**src/rtl/add_seq_ctrl.sv**
```systemverilog
// Byte-serial add/subtract sequencer driving a shared external 8-bit adder.
// One byte per slot (ISSUE + ADD_LAT WAIT cycles), least-significant byte first.
module add_seq_ctrl #(
  parameter int NBYTES  = 4,
  parameter int ADD_LAT = 1
) (
  input  logic                  Clk,
  input  logic                  Rst_n,
  input  logic                  Start,
  input  logic                  Sub,
  input  logic [8*NBYTES-1:0]   Op_A,
  input  logic [8*NBYTES-1:0]   Op_B,
  output logic                  Ready,
  output logic                  Busy,
  output logic                  Done,
  output logic [8*NBYTES-1:0]   Result,
  output logic                  Carry_out,
  output logic                  Overflow,
  output logic [7:0]            Add_A,
  output logic [7:0]            Add_B,
  output logic                  Add_Cin,
  input  logic [7:0]            Add_S,
  input  logic                  Add_Cout
);

  localparam int W  = 8 * NBYTES;
  localparam int IW = $clog2(NBYTES);
  localparam logic [IW-1:0] LAST_IDX  = IW'(NBYTES - 1);
  localparam logic [1:0]    WAIT_INIT = (ADD_LAT > 0) ? 2'(ADD_LAT - 1) : 2'd0;

  typedef enum logic [1:0] {IDLE, ISSUE, WAIT, DONE} state_t;

  state_t          state;
  logic [W-1:0]    a_reg;
  logic [W-1:0]    b_reg;      // B already inverted for subtraction
  logic            carry;
  logic [IW-1:0]   idx;
  logic [IW-1:0]   idx_next;
  logic [1:0]      wait_cnt;
  logic [W-1:0]    b_in;
  logic            slot_end;

  assign b_in     = Sub ? ~Op_B : Op_B;
  assign idx_next = idx + IW'(1);

  // The adder result is sampled on the edge that closes the current byte slot.
  assign slot_end = ((state == ISSUE) && (ADD_LAT == 0)) ||
                    ((state == WAIT) && (wait_cnt == 2'd0));

  always_ff @(posedge Clk or negedge Rst_n) begin
    if (!Rst_n) begin
      state     <= IDLE;
      Ready     <= 1'b1;
      Busy      <= 1'b0;
      Done      <= 1'b0;
      Result    <= '0;
      Carry_out <= 1'b0;
      Overflow  <= 1'b0;
      Add_A     <= 8'd0;
      Add_B     <= 8'd0;
      Add_Cin   <= 1'b0;
      a_reg     <= '0;
      b_reg     <= '0;
      carry     <= 1'b0;
      idx       <= '0;
      wait_cnt  <= 2'd0;
    end else begin
      Done <= 1'b0;
      case (state)
        IDLE, DONE: begin
          if (Start) begin
            a_reg   <= Op_A;
            b_reg   <= b_in;
            carry   <= Sub;
            idx     <= '0;
            Add_A   <= Op_A[7:0];
            Add_B   <= b_in[7:0];
            Add_Cin <= Sub;
            Ready   <= 1'b0;
            Busy    <= 1'b1;
            state   <= ISSUE;
          end
        end
        ISSUE: begin
          if (!slot_end) begin
            wait_cnt <= WAIT_INIT;
            state    <= WAIT;
          end
        end
        WAIT: begin
          if (!slot_end) wait_cnt <= wait_cnt - 2'd1;
        end
        default: state <= IDLE;
      endcase

      if (slot_end) begin
        Result[8*int'(idx) +: 8] <= Add_S;
        carry <= Add_Cout;
        if (idx == LAST_IDX) begin
          // Final byte: publish flags and park the adder inputs at zero.
          Carry_out <= Add_Cout;
          Overflow  <= (a_reg[W-1] == b_reg[W-1]) && (Add_S[7] != a_reg[W-1]);
          Done      <= 1'b1;
          Ready     <= 1'b1;
          Busy      <= 1'b0;
          Add_A     <= 8'd0;
          Add_B     <= 8'd0;
          Add_Cin   <= 1'b0;
          state     <= DONE;
        end else begin
          idx     <= idx_next;
          Add_A   <= a_reg[8*int'(idx_next) +: 8];
          Add_B   <= b_reg[8*int'(idx_next) +: 8];
          Add_Cin <= Add_Cout;
          state   <= ISSUE;
        end
      end
    end
  end

endmodule

```
**config.mk**
```make
export PLATFORM = sky130hd
export DESIGN_NAME = add_seq_ctrl
export DESIGN_NICKNAME = d
export VERILOG_FILES = /design/src/rtl/add_seq_ctrl.sv
export SDC_FILE = /design/constraint.sdc
export NUM_CORES = 1
export LEC_CHECK = 0
export BUFFER_PORTS_ARGS = -buffer_cell sky130_fd_sc_hd__buf_4
export CORE_UTILIZATION = 49
export DETAILED_ROUTE_END_ITERATION = 12
export PLACE_DENSITY = 0.81
export SLEW_MARGIN = 20
export SYNTH_ARGS = -nofsm -noshare
export SYNTH_HDL_FRONTEND = slang
export SYNTH_SLANG_ARGS = --single-unit
```
**constraint.sdc**
```tcl
create_clock -name Clk -period 2.1 [get_ports Clk]
set_input_delay 0.21 -clock Clk [delete_from_list [all_inputs] [get_ports Clk]]
set_output_delay 0.21 -clock Clk [all_outputs]
set_load 0.05 [all_outputs]
```
---- Word level (Yosys, flattened, before mapping) ----
Cells that the tools add are included.
word-level totals
  register bits ........................... 124
  input bits .............................. 77
  output and inout bits ................... 54
  logic and storage cells ................. 80
operators by class
  add/sub/neg operators ................... 3
  equal/unequal tests ..................... 9
  shift-type cells ........................ 4
  muxes and demuxes ....................... 35
  bitwise operators ....................... 1
  reduce and logical (&&, ||, !) cells .... 14
operators with widths
  operator                                               count
  two-way mux 8 bit                                      8
  variable part select 32 x 6 -> 8 bit                   2
  negation 5 -> 33 bit                                   1
  variable shift 8 x 33 -> 32 bit, first input constant  1
  variable part select 8 x 33 -> 32 bit                  1
  bitwise mux 32 bit                                     1
  two-way mux 32 bit                                     1
  NOT 32 bit                                             1
  two-way mux 2 bit                                      9
  two-way mux 1 bit                                      14
  case mux 2 bit (2 select lines)                        2
  AND reduction 2 bit                                    4
  == test 2 bit, second input constant                   3
  nonzero test 2 bit                                     3
  logical NOT 2 bit                                      2
  inequality test 2 bit, second input constant           2
  inequality test 3 bit, second input constant           1
  AND reduction 3 bit                                    1
  nonzero test 3 bit                                     1
  adder 2 x 1 -> 2 bit, second input constant            1
  == test 2 x 1 -> 1 bit, second input constant          1
  logical AND 1 bit                                      2
  OR reduction 2 bit                                     1
  subtractor 2 x 1 -> 2 bit, second input constant       1
  other kinds (2)                                        2

---- Depth between registers and ports, before layout ----
Gate-level depths: netlist of run 1.
  word-level depth ........................ 5
  mapped depth ............................ 8
  gate-level depth less buffers ........... 5

---- Worst setup path before layout of run 1 ----
OpenSTA, ideal clock, no wires.
  kind .................................... reg2reg
  from .................................... register idx[0]
  to ...................................... register Add_A[0]
  setup time .............................. 0.123 ns
  data arrival time ....................... 1.981 ns
  required time ........................... 1.977 ns
  slack ................................... -0.004 ns
  stages on the path, launching flop included .. 8
  buffers on the path ..................... 3
  period minus slack after synthesis ...... 2.104 ns
  path through ............................ dfrtp_1 > buf_4 > buf_4 > inv_1 > ha_1 > buf_4 > mux4_2 > o2bb2ai_1
between the ends
  word-level cells in the longest chain between the ends .. 4
  elaborated cells between the ends (all ways) .. 5
  classes of those cells .................. add/sub: 1; eq/ne: 1; shift: 1; mux: 2
RTL lines
  element                               line  text
  start: declaration                    37    logic [IW-1:0] idx;
  start signal: assignment              111   idx <= idx_next;
  adder 2 x 1 -> 2 bit                  44    assign idx_next = idx + IW'(1);
  variable part select 32 x 6 -> 8 bit  112   Add_A <= a_reg[8*int'(idx_next) +: 8];
  two-way mux 8 bit (*)                 99    if (idx == LAST_IDX) begin
  two-way mux 8 bit (*)                 96    if (slot_end) begin
  end signal: assignment                76    Add_A <= Op_A[7:0];
  end signal: assignment                112
  end: declaration                      19    output logic [7:0] Add_A,
Every way passes the cells marked *; elsewhere a longest branch is shown, timed or not.
A chain may end at the register's enable or synchronous reset.

---- Final worst setup path of run 1 ----
  from .................................... register idx[1]
  to ...................................... register Result[21]
between the ends
  word-level cells in the longest chain between the ends .. 3
  elaborated cells between the ends (all ways) .. 4
  classes of those cells .................. add/sub: 1; shift: 2; mux: 1
RTL lines
  element                                                                                   line  text
  negation 5 -> 33 bit (*)                                                                  97    Result[8*int'(idx) +: 8] <= Add_S;
  variable part select 8 x 33 -> 32 bit or variable shift 8 x 33 -> 32 bit (tied branches)  97
  bitwise mux 32 bit (*)                                                                    97
  end signal: indexed assignment                                                            97
  end: declaration                                                                          16    output logic [8*NBYTES-1:0] Result,
Marked as above.

==> results of run 1 <==
[per-stage QoR]
stage | setup WS, ps | hold WS [ps] | power, mW | util (%)
final | 184 | 1.85 | 12.0 | 67.2
after global routing | 59.7 | 3.60 | 12.6 | 67.2
after CTS | 154 | 0.0148 | 12.0 | 67.0
after detailed placement | 173 | 158 | 9.19 | 60.2
after global placement | 283 | 151 | 8.96 | 60.2
after floorplan | 43.9 | -85.6 | 7.68 | -
[cell type report]
class	count	area, um^2
Clock buffer	19	443
Clock inverter	13	121
Fill cell	814	3730
Inverter	8	30.0
Multi-Input combinational cell	348	2400
Sequential cell	124	3110
Tap cell	143	179
Timing Repair Buffer	168	1350
[layout by cell type, fill, tap and decap left out, types with 2 or more instances in the layout]
| cell type | Yosys | routed |
|---|---|---|
| nand2_1 | 139 | 138 |
| nor4_4 | 3 | 3 |
| a21o_1 | 8 | 8 |
| and2_2 | 1 | 2 |
| clkinv_4 | 0 | 5 |
| dlygate4sd3_1 | 0 | 21 |
| clkinvlp_4 | 0 | 5 |
| nor3_1 | 2 | 2 |
| nor2_1 | 5 | 5 |
| ha_1 | 9 | 8 |
| a22o_1 | 33 | 33 |
| a21oi_1 | 4 | 4 |
| xnor2_1 | 32 | 32 |
| inv_1 | 8 | 8 |
| clkbuf_16 | 0 | 17 |
| nand3_4 | 3 | 3 |
| mux2i_1 | 26 | 26 |
| o22ai_1 | 8 | 8 |
| dfrtp_1 | 123 | 122 |
| mux4_2 | 8 | 8 |
| clkinv_2 | 0 | 2 |
| buf_4 | 5 | 144 |
| o21ai_0 | 28 | 28 |
| o2bb2ai_1 | 8 | 8 |
| o21a_1 | 16 | 16 |
| nand2_2 | 1 | 2 |
| buf_12 | 0 | 3 |
| nand2b_1 | 3 | 3 |
[worst max path at each step]
stage | start | to | slack (ps) | depth (start not counted)
finish | idx[1]$_DFF_PN0_ | Result[21]$_DFFE_PN0P_ | 180 | 5
global route | idx[1]$_DFF_PN0_ | Result[16]$_DFFE_PN0P_ | 60 | 5
CTS | state[0]$_DFFE_PN0P_ | Result[7]$_DFFE_PN0P_ | 150 | 6
detailed placement | state[0]$_DFFE_PN0P_ | Result[2]$_DFFE_PN0P_ | 170 | 6
global placement | state[0]$_DFFE_PN0P_ | Result[4]$_DFFE_PN0P_ | 280 | 6
floorplan | idx[0]$_DFF_PN0_ | Add_A[0]$_DFFE_PN0P_ | 40 | 7
[synthesized netlist by cell type, drive strengths merged]
library cell / number / area [um^2]
inv: 8 / 30.0
o2bb2ai: 8 / 70.1
o31ai: 1 / 7.51
mux4: 8 / 180
o21ai: 28 / 140
mux2i: 26 / 260
a22o: 33 / 289
clkbuf: 9 / 33.8
dfrtp: 123 / 3080
nor4b: 1 / 23.8
nand2b: 3 / 18.8
and3b: 1 / 8.76
o22ai: 8 / 50.1
a31oi: 1 / 6.26
nand4bb: 1 / 11.3
nor4: 3 / 63.8
or2: 1 / 6.26
nor2: 6 / 25.0
o21a: 16 / 120
ha: 9 / 113
buf: 21 / 129
nand3: 4 / 57.6
dfstp: 1 / 26.3
mux2: 1 / 11.3
nand2: 140 / 528
xnor2: 32 / 280
nor3: 2 / 10.0
and2: 2 / 13.8
a21oi: 4 / 20.0
nand4b: 1 / 23.8
a21o: 8 / 60.1
[power by group]
part	switching, mW	internal [mW]	leakage (nW)
combinational	3.24	2.05	1.90
sequential	0.571	3.37	1.56
clock	1.06	1.66	0.261
total	4.87	7.09	3.73
[per-layer routing]
layer  global-route usage, %  share of wire (%)  vias up
met5                       0                  0        -
met4                    10.6                2.4        0
met3                    6.11                5.1       32
met2                    41.3                 51      143
met1                    29.1                 42     2119
li1                        -                  -     2083
[kinds of logic after synthesis]
group	after synthesis	share of synthesized area (%)
AO/OA/AOI/OAI	107	13.4
XOR/XNOR	32	4.92
adder cells (fa/ha/maj)	9	1.98
buffers and inverters	38	3.38
flip-flops	124	54.5
multiplexers	35	7.93
AND/OR/NAND/NOR	165	13.9
[critical path, delay by kind of cell, from the launching register on]
family | cells | cell delay (ps)
and+or+nand+nor | 2 | 520
AOI/OAI and AO/OA | 1 | 200
DFF | 1 | 390
adders and majority gates | 1 | 630
buffers and inverters | 1 | 110
[repair_timing]
item	4_1_cts	5_1_grt
hold buffers	21	0
endpoints found under the setup margin	0	1
hold endpoints to repair	42	0
buffers inserted	0	2
==> summary.md, run 1 <==
| Metric | Value |
|---|---|
| Status | `complete, no violations` |
| # clock sinks | `124` |
| Chip Width | `approximately 110 um` |
| Reg-to-reg slack, setup | `180 ps` |
| Synth Cell Area | `between 5000 and 6000 um^2` |
| Worst hold path type | `primary input to flip-flop` |
| Ant diodes | `0` |
| Crit Reg-Reg Startpoint | `idx[1]$_DFF_PN0_` |
| Max Freq | `522 MHz` |
| Fin cells | `about 820` |
| RR Endpoint | `Result[21]$_DFFE_PN0P_` |
| Area grow syn2layout | `34.1%` |
| Num CTS Buffers | `17` |
| Initial antenna violation count | `0` |
| Initial DRC count | `232` |
| Max Cap Viol | `0` |
| Dpl cell area | `6850 um^2` |
| Minimum clock period | `1920 ps` |
| Pin count of the biggest net entering global routing | `between 40 and 50` |
| Worst setup EP type | `flip-flop` |
| Placed Cells | `between 700 and 800` |
| Top Ports | `131` |
| Clk_skew | `7.64 ps` |
| First-pass GRT wire length | `21900 um` |
| CP cell instances | `inv_1 > ha_2 > nand2b_1 > nor4_4 > a22o_1` |
| Final #Nets | `between 700 and 800` |
| Synth Instances | `510` |
| Total number of vias | `4377` |
| WHS Endpoint | `a_reg[25]$_DFFE_PN0P_` |
| Hold Path Depth | `3` |
| Floorplan die area | `12100 um^2` |
| Root buf cell | `clkbuf_16` |
| WL final | `13600 um` |
| RSZ-0062 raised after global routing | `no` |
| Total negative slack | `0 ps` |
| Routability cong. | `0.833` |
| CTS tree | `done` |
| Fin. Hold Viols | `0` |
| PwrDens | `1570 nW/um^2` |
| Worst path arrival time | `2260 ps` |
| Sequential share of the synthesized area | `54.5%` |
| Req. time, crit path | `2440 ps` |
| Worst Tran Pin Value | `671 ps` |
| Die height | `between 100 and 150 um` |
| Post-DR vias/cell | `5.32` |
| Vias in the first global route | `4526` |
| # setup viols final | `0` |
| Deepest clock path buffer count | `2` |
| Worst path max stage delay | `630 ps` |
| Post-synth net total | `about 600` |
| ANT nets after route | `0` |
| All-layer global routing usage | `24.3%` |
| Share of cells above drive strength 1 | `30.0%` |
| Post-route cell area | `7630 um^2` |
| Reg clk slew, reported paths | `50 ps` |
| Drt first pass iters | `4` |
| Crit-path max FO | `15` |
| Hold_sp | `Op_A[25]` |
| Kind of critical path | `flip-flop to flip-flop` |
| Clk_lat worst skew | `about 410 ps` |
| #FFs+latches synth | `124` |
| Final period utilization | `91.2%` |
| Initial core utilization | `50.1%` |
| Number of gates resized after CTS | `0` |
| FF-to-FF path depth | `5` |
| HPWL Detailed | `9320 um` |
| H-tree Lvls | `4` |
| Post-Syn Area per Cell | `11.2 um^2` |
| Port bufs | `130` |
| Crit-path slowest cell | `ha_2` |
| Final slew viol count | `0` |
| Max_slew headroom | `55.3%` |
| Row count | `39` |
| Drt wl/cell | `~17 um` |
| Warnings, synthesis | `0` |
| Core footprint | `11400 um^2` |
| Drt drc | `0` |
| Post-synth cell types | `38` |
| Static Leakage | `~3.7 nW` |
| Max IR drop VDD | `1.03 mV` |
| Grt total ovfl | `0` |
| Critical Path Start Type | `flip-flop` |
Note: power is estimated with default switching activity, not from simulation.
==> run 2, diff against run 1 <==
--- a/config.mk
+++ b/config.mk
@@ -5,10 +5,10 @@
 export SDC_FILE = /design/constraint.sdc
 export NUM_CORES = 1
 export LEC_CHECK = 0
-export BUFFER_PORTS_ARGS = -buffer_cell sky130_fd_sc_hd__buf_4
+export BUFFER_PORTS_ARGS = -buffer_cell sky130_fd_sc_hd__buf_2
 export CORE_UTILIZATION = 49
 export DETAILED_ROUTE_END_ITERATION = 12
-export PLACE_DENSITY = 0.81
+export PLACE_DENSITY_LB_ADDON = 0.3
 export SLEW_MARGIN = 20
 export SYNTH_ARGS = -nofsm -noshare
 export SYNTH_HDL_FRONTEND = slang
==> summary.md, run 2 (synthesized netlist as in run 1, its figures left out) <==
| Metric | Value |
|---|---|
| CP cell instances | `inv_1 > ha_2 > nand4bb_1 > o22ai_1 > a21o_1` |
| Worst Tran Pin Value | `roughly 650 ps` |
| Fin. Hold Viols | `0` |
| Most common cell after layout, fill and taps aside | `nand2_1` |
| Ant diodes | `0` |
| Status | `complete, no violations` |
| Static Leakage | `3.65 nW` |
| Initial DRC count | `around 200` |
| Routed met2 length | `6640 um` |
| CP bufs+invs | `1` |
| Deepest clock path buffer count | `2` |
| Worst path max stage delay | `500 ps` |
| Number of gates resized after CTS | `0` |
| Reg clk slew, reported paths | `60 ps` |
| Wl on met1 | `~5600 um` |
| Final period utilization | `94.9%` |
| WL final | `roughly 13000 um` |
| Core footprint | `11400 um^2` |
| Critical Path Start Type | `flip-flop` |
| Initial antenna violation count | `0` |
| Met3 wire length | `732 um` |
| Worst path arrival time | `~2400 ps` |
| Port bufs | `130` |
| RSZ-0062 raised after global routing | `no` |
| Kind of critical path | `flip-flop to flip-flop` |
| Num CTS Buffers | `17` |
| # hold bufs at CTS | `16` |
| HPWL Detailed | `just under 9000 um` |
| Minimum clock period | `between 1500 and 2000 ps` |
| PwrDens | `~1600 nW/um^2` |
| Clk_lat worst skew | `420 ps` |
| Max IR drop VDD | `0.848 mV` |
| Pin count of the biggest net entering global routing | `between 100 and 150` |
| Final #Nets | `744` |
| Max Freq | `502 MHz` |
| Max Cap Viol | `0` |
| Crit-path slowest cell | `nand4bb_1` |
| Share of cells above drive strength 1 | `30.0%` |
| Top layer in use | `met4` |
| Root buf cell | `clkbuf_16` |
| Chip Width | `between 100 and 150 um` |
| Initial core utilization | `50.1%` |
| Final hold slack | `6.27 ps` |
| # setup viols final | `0` |
| Final slew viol count | `0` |
| Die height | `110 um` |
| All-layer global routing usage | `24.0%` |
| Drt drc | `0` |
| Row count | `39` |
| Post-CTS Setup Bufs | `0` |
| Max_slew headroom | `56.5%` |
| Delay-heaviest family, CP | `simple AND/OR/NAND/NOR gates` |
| Vias in the first global route | `~4500` |
| First-pass GRT wire length | `between 20000 and 25000 um` |
| Req. time, crit path | `2460 ps` |
| Most frequent cells in the layout | `nand2_1 (138), buf_2 (129), dfrtp_1 (122)` |
| H-tree Lvls | `4` |
| Routability cong. | `0.779` |
| Worst setup EP type | `flip-flop` |
| Crit-path max FO | `11` |
| Worst hold path type | `primary input to flip-flop` |
| Post-DR vias/cell | `between 5 and 6` |
| Floorplan die area | `12100 um^2` |
| Total negative slack | `0 ps` |
| # clock sinks | `124` |
| Area grow syn2layout | `28.2%` |
| Grt total ovfl | `0` |
| ANT nets after route | `0` |
| Clk_skew | `5.90 ps` |
| Drt wl/cell | `16.2 um` |
| Drt first pass iters | `4` |
| Top Ports | `131` |
| Total number of vias | `approximately 4300` |
| CTS tree | `done` |
run 2: cell count changes in the layout (fill, tap and decap cells not counted):
cell,change
buf_2,+129
dlygate4sd3_1,-5
clkinv_2,+1
clkinv_4,-1
inv_6,+1
clkbuf_1,-1
clkinvlp_4,-3
buf_4,-133
bufinv_16,+3
run 2: layout make-up:
cell class / count / area [um^2]
clock buffers: 18 / 439
clock inverters: 14 / 194
fillers: 903 / 4070
inverters: 8 / 30.0
multi-input cells: 348 / 2400
flip-flops and latches: 124 / 3110
well taps: 143 / 179
repair buffers: 159 / 948
run 2: final timing paths:
check	slack [ps]	cells past startpoint	start	to
worst max-delay path	110	5	idx[0]$_DFF_PN0_	Add_B[0]$_DFFE_PN0P_
worst min-delay path	6	3	Op_A[22]	a_reg[22]$_DFFE_PN0P_
worst max register to register	110	5	idx[0]$_DFF_PN0_	Add_B[0]$_DFFE_PN0P_
worst min register to register	460	2	Ready$_DFF_PN1_	Ready$_DFF_PN1_
max in group asynchronous	1160	3	Rst_n	idx[0]$_DFF_PN0_
min in group asynchronous	420	3	Rst_n	a_reg[4]$_DFFE_PN0P_
run 2: per-stage QoR:
stage / area (um^2) / setup slack (ps) / total power [mW] / util [%] / cells
2_1_floorplan: 5700 / 43.9 / 7.68 / - / 510
4_1_cts: 7300 / 115 / 12.1 / 64.2 / 814
3_5_place_dp: 6510 / 125 / 8.92 / 57.2 / 766
5_1_grt: 7300 / 39.7 / 12.7 / 64.2 / 814
3_3_place_gp: 6510 / 206 / 8.72 / 57.2 / 766
6_report: 7300 / 107 / 12.0 / 64.2 / 814
run 2: power breakdown:
group / switching [mW] / total [mW] / internal, mW
registers: 0.562 / 3.94 / 3.37
clock network: 1.09 / 3.10 / 2.02
logic: 3.16 / 4.96 / 1.80
run 2: worst min-delay path, cell delays in order:
cell and delay [ps]:
buf_2 90, nand2_1 40, nand2_1 50
run 2: routing by layer:
| metal | track usage [%] | vias up |
|---|---|---|
| li1 | - | 2051 |
| met1 | 29.0 | 2085 |
| met2 | 41.5 | 131 |
| met3 | 5.87 | 18 |
| met4 | 9.14 | 0 |
| met5 | 0 | - |
==> run 3, diff against run 2 <==
--- a/config.mk
+++ b/config.mk
@@ -9,6 +9,7 @@
 export CORE_UTILIZATION = 49
 export DETAILED_ROUTE_END_ITERATION = 12
 export PLACE_DENSITY_LB_ADDON = 0.3
+export REMOVE_ABC_BUFFERS = 1
 export SLEW_MARGIN = 20
 export SYNTH_ARGS = -nofsm -noshare
 export SYNTH_HDL_FRONTEND = slang
==> summary.md, run 3 (synthesized netlist as in run 1, its figures left out) <==
| Metric | Value |
|---|---|
| Status | `complete, no violations` |
| Delay-heaviest family, CP | `simple AND/OR/NAND/NOR gates` |
| Final slew viol count | `0` |
| Worst hold path type | `primary input to flip-flop` |
| Top Ports | `131` |
| H-tree Lvls | `4` |
| Dpl cell area | `6560 um^2` |
| Worst path arrival time | `between 2000 and 2500 ps` |
| Crit-path max FO | `8` |
| Port bufs | `130` |
| Req. time, crit path | `about 2500 ps` |
| Routability cong. | `0.800` |
| Drt drc | `0` |
| Most frequent cells in the layout | `nand2_1 (138), buf_2 (129), dfrtp_1 (122)` |
| Critical Path Start Type | `flip-flop` |
| Hold Path Depth | `3` |
| Multi-input logic area | `about 2400 um^2` |
| Deepest clock path buffer count | `2` |
| Worst Slack Setup Final | `around 150 ps` |
| Clk_skew | `7.71 ps` |
| Final period utilization | `between 90% and 100%` |
| # setup viols final | `0` |
| WL final | `13300 um` |
| Net Sw Power | `4.82 mW` |
| Minimum clock period | `1950 ps` |
| Most common cell after layout, fill and taps aside | `nand2_1` |
| Worst setup EP type | `flip-flop` |
| Initial antenna violation count | `0` |
| PwrDens | `1600 nW/um^2` |
| Worst Tran Pin Value | `between 600 and 700 ps` |
| Tot Pwr | `11.8 mW` |
| Crit-path slowest cell | `ha_1` |
| Pin count of the biggest net entering global routing | `47` |
| Post-route cell area | `about 7300 um^2` |
| Seq. cell area | `3110 um^2` |
| HPWL Detailed | `9040 um` |
| All-layer global routing usage | `between 20 and 25%` |
| Chip Width | `110 um` |
| Area grow syn2layout | `29.0%` |
| Share of cells above drive strength 1 | `30.4%` |
| CP bufs+invs | `1` |
| Hold_sp | `Op_A[27]` |
| Drt first pass iters | `4` |
| Drt wl/cell | `16.1 um` |
| FF-to-FF path depth | `5` |
| Final #Nets | `approximately 760` |
| Max Freq | `between 500 and 600 MHz` |
| Max Cap Viol | `0` |
| Ant diodes | `0` |
| Num CTS Buffers | `17` |
| Initial core utilization | `50.1%` |
| Die height | `around 110 um` |
| Worst path max stage delay | `approximately 540 ps` |
| Switching part of the total | `41.0%` |
| P_int | `6.95 mW` |
| Core footprint | `11400 um^2` |
| Max_slew headroom | `a little under three fifths` |
| WP depth | `5` |
| Fin util | `64.6%` |
| Post-DR vias/cell | `5.31` |
| First-pass GRT wire length | `21800 um` |
| Kind of critical path | `flip-flop to flip-flop` |
| Root buf cell | `clkbuf_16` |
| Max IR drop VDD | `about 0.90 mV` |
| Floorplan die area | `12100 um^2` |
| Vias in the first global route | `~4600` |
| Fin. Hold Viols | `0` |
| RSZ-0062 raised after global routing | `no` |
| CP cell instances | `inv_1 > ha_1 > nand2_1 > nor4_4 > a22o_1` |
| CTS tree | `done` |
| Crit Reg-Reg Startpoint | `idx[1]$_DFF_PN0_` |
| ANT nets after route | `0` |
| Clk_lat worst skew | `410 ps` |
| Reg clk slew, reported paths | `60 ps` |
| Combinational share of power | `42.7%` |
| Clock share of power | `24.0%` |
| Grt total ovfl | `0` |
| # clock sinks | `124` |
| Total number of vias | `roughly 4400` |
| Row count | `39` |
| DP Worst Slack | `~140 ps` |
| Sequential share of power | `between 30% and 40%` |
| Fillcell total | `906` |
| Initial DRC count | `about 220` |
| Static Leakage | `3.68 nW` |
| CP Launch Point | `idx[1]$_DFF_PN0_` |
-- run 3: path summary, 6_finish.rpt --
path	slack (ps)	to
max	150	Result[15]$_DFFE_PN0P_
min	10	a_reg[27]$_DFFE_PN0P_
max reg2reg	150	Result[15]$_DFFE_PN0P_
min reg2reg	470	Ready$_DFF_PN1_
max in group asynchronous	1000	Ready$_DFF_PN1_
min in group asynchronous	370	a_reg[12]$_DFFE_PN0P_
-- run 3: area by class of cell --
class / instances / area share [%]
sequential: 124 / 42.3
clock inverter: 15 / 2.06
inverter: 8 / 0.409
multi-input combinational: 348 / 32.8
clock buffer: 17 / 5.79
timing repair buffer: 172 / 14.2
tap: 143 / 2.44
-- run 3: layer usage --
layer | routed length, um | part of all wire, % | track usage [%]
met3 | 631 | 4.7 | 4.80
met2 | 6630 | 50 | 40.1
met1 | 5830 | 44 | 30.7
met4 | 218 | 1.6 | 10.8
met5 | 0 | 0 | 0
-- run 3: worst min-delay path, cell delays in order --
cell and delay, ps:
buf_2 90, nand2_1 40, nand2_1 50
-- run 3: per-stage QoR --
| stage | hold slack (ps) | cells | TNS [ps] |
|---|---|---|---|
| 3_5_place_dp | 273 | 774 | 0 |
| 5_1_grt | 26.8 | 827 | 0 |
| 4_1_cts | 3.05 | 827 | 0 |
| 2_1_floorplan | -85.6 | 480 | -59380 |
| 6_report | 13.5 | 827 | 0 |
| 3_3_place_gp | 274 | 774 | 0 |
-- run 3: timing repair --
action                                  CTS  global route
endpoints found under the hold margin    62             0
gates resized for setup                   0             1
setup buffers                             0             0
endpoints found under the setup margin    0             5
hold buffers                             21             0
-- run 3: power by group through the flow --
stage | Sequential (mW) | Combinational (mW) | Clock (mW)
2_1_floorplan | 5.01 | 2.51 | 0
3_3_place_gp | 3.89 | 4.86 | 0
3_5_place_dp | 3.95 | 5.00 | 0
4_1_cts | 3.92 | 5.06 | 2.87
5_1_grt | 4.03 | 5.51 | 2.96
6_report | 3.91 | 5.02 | 2.83
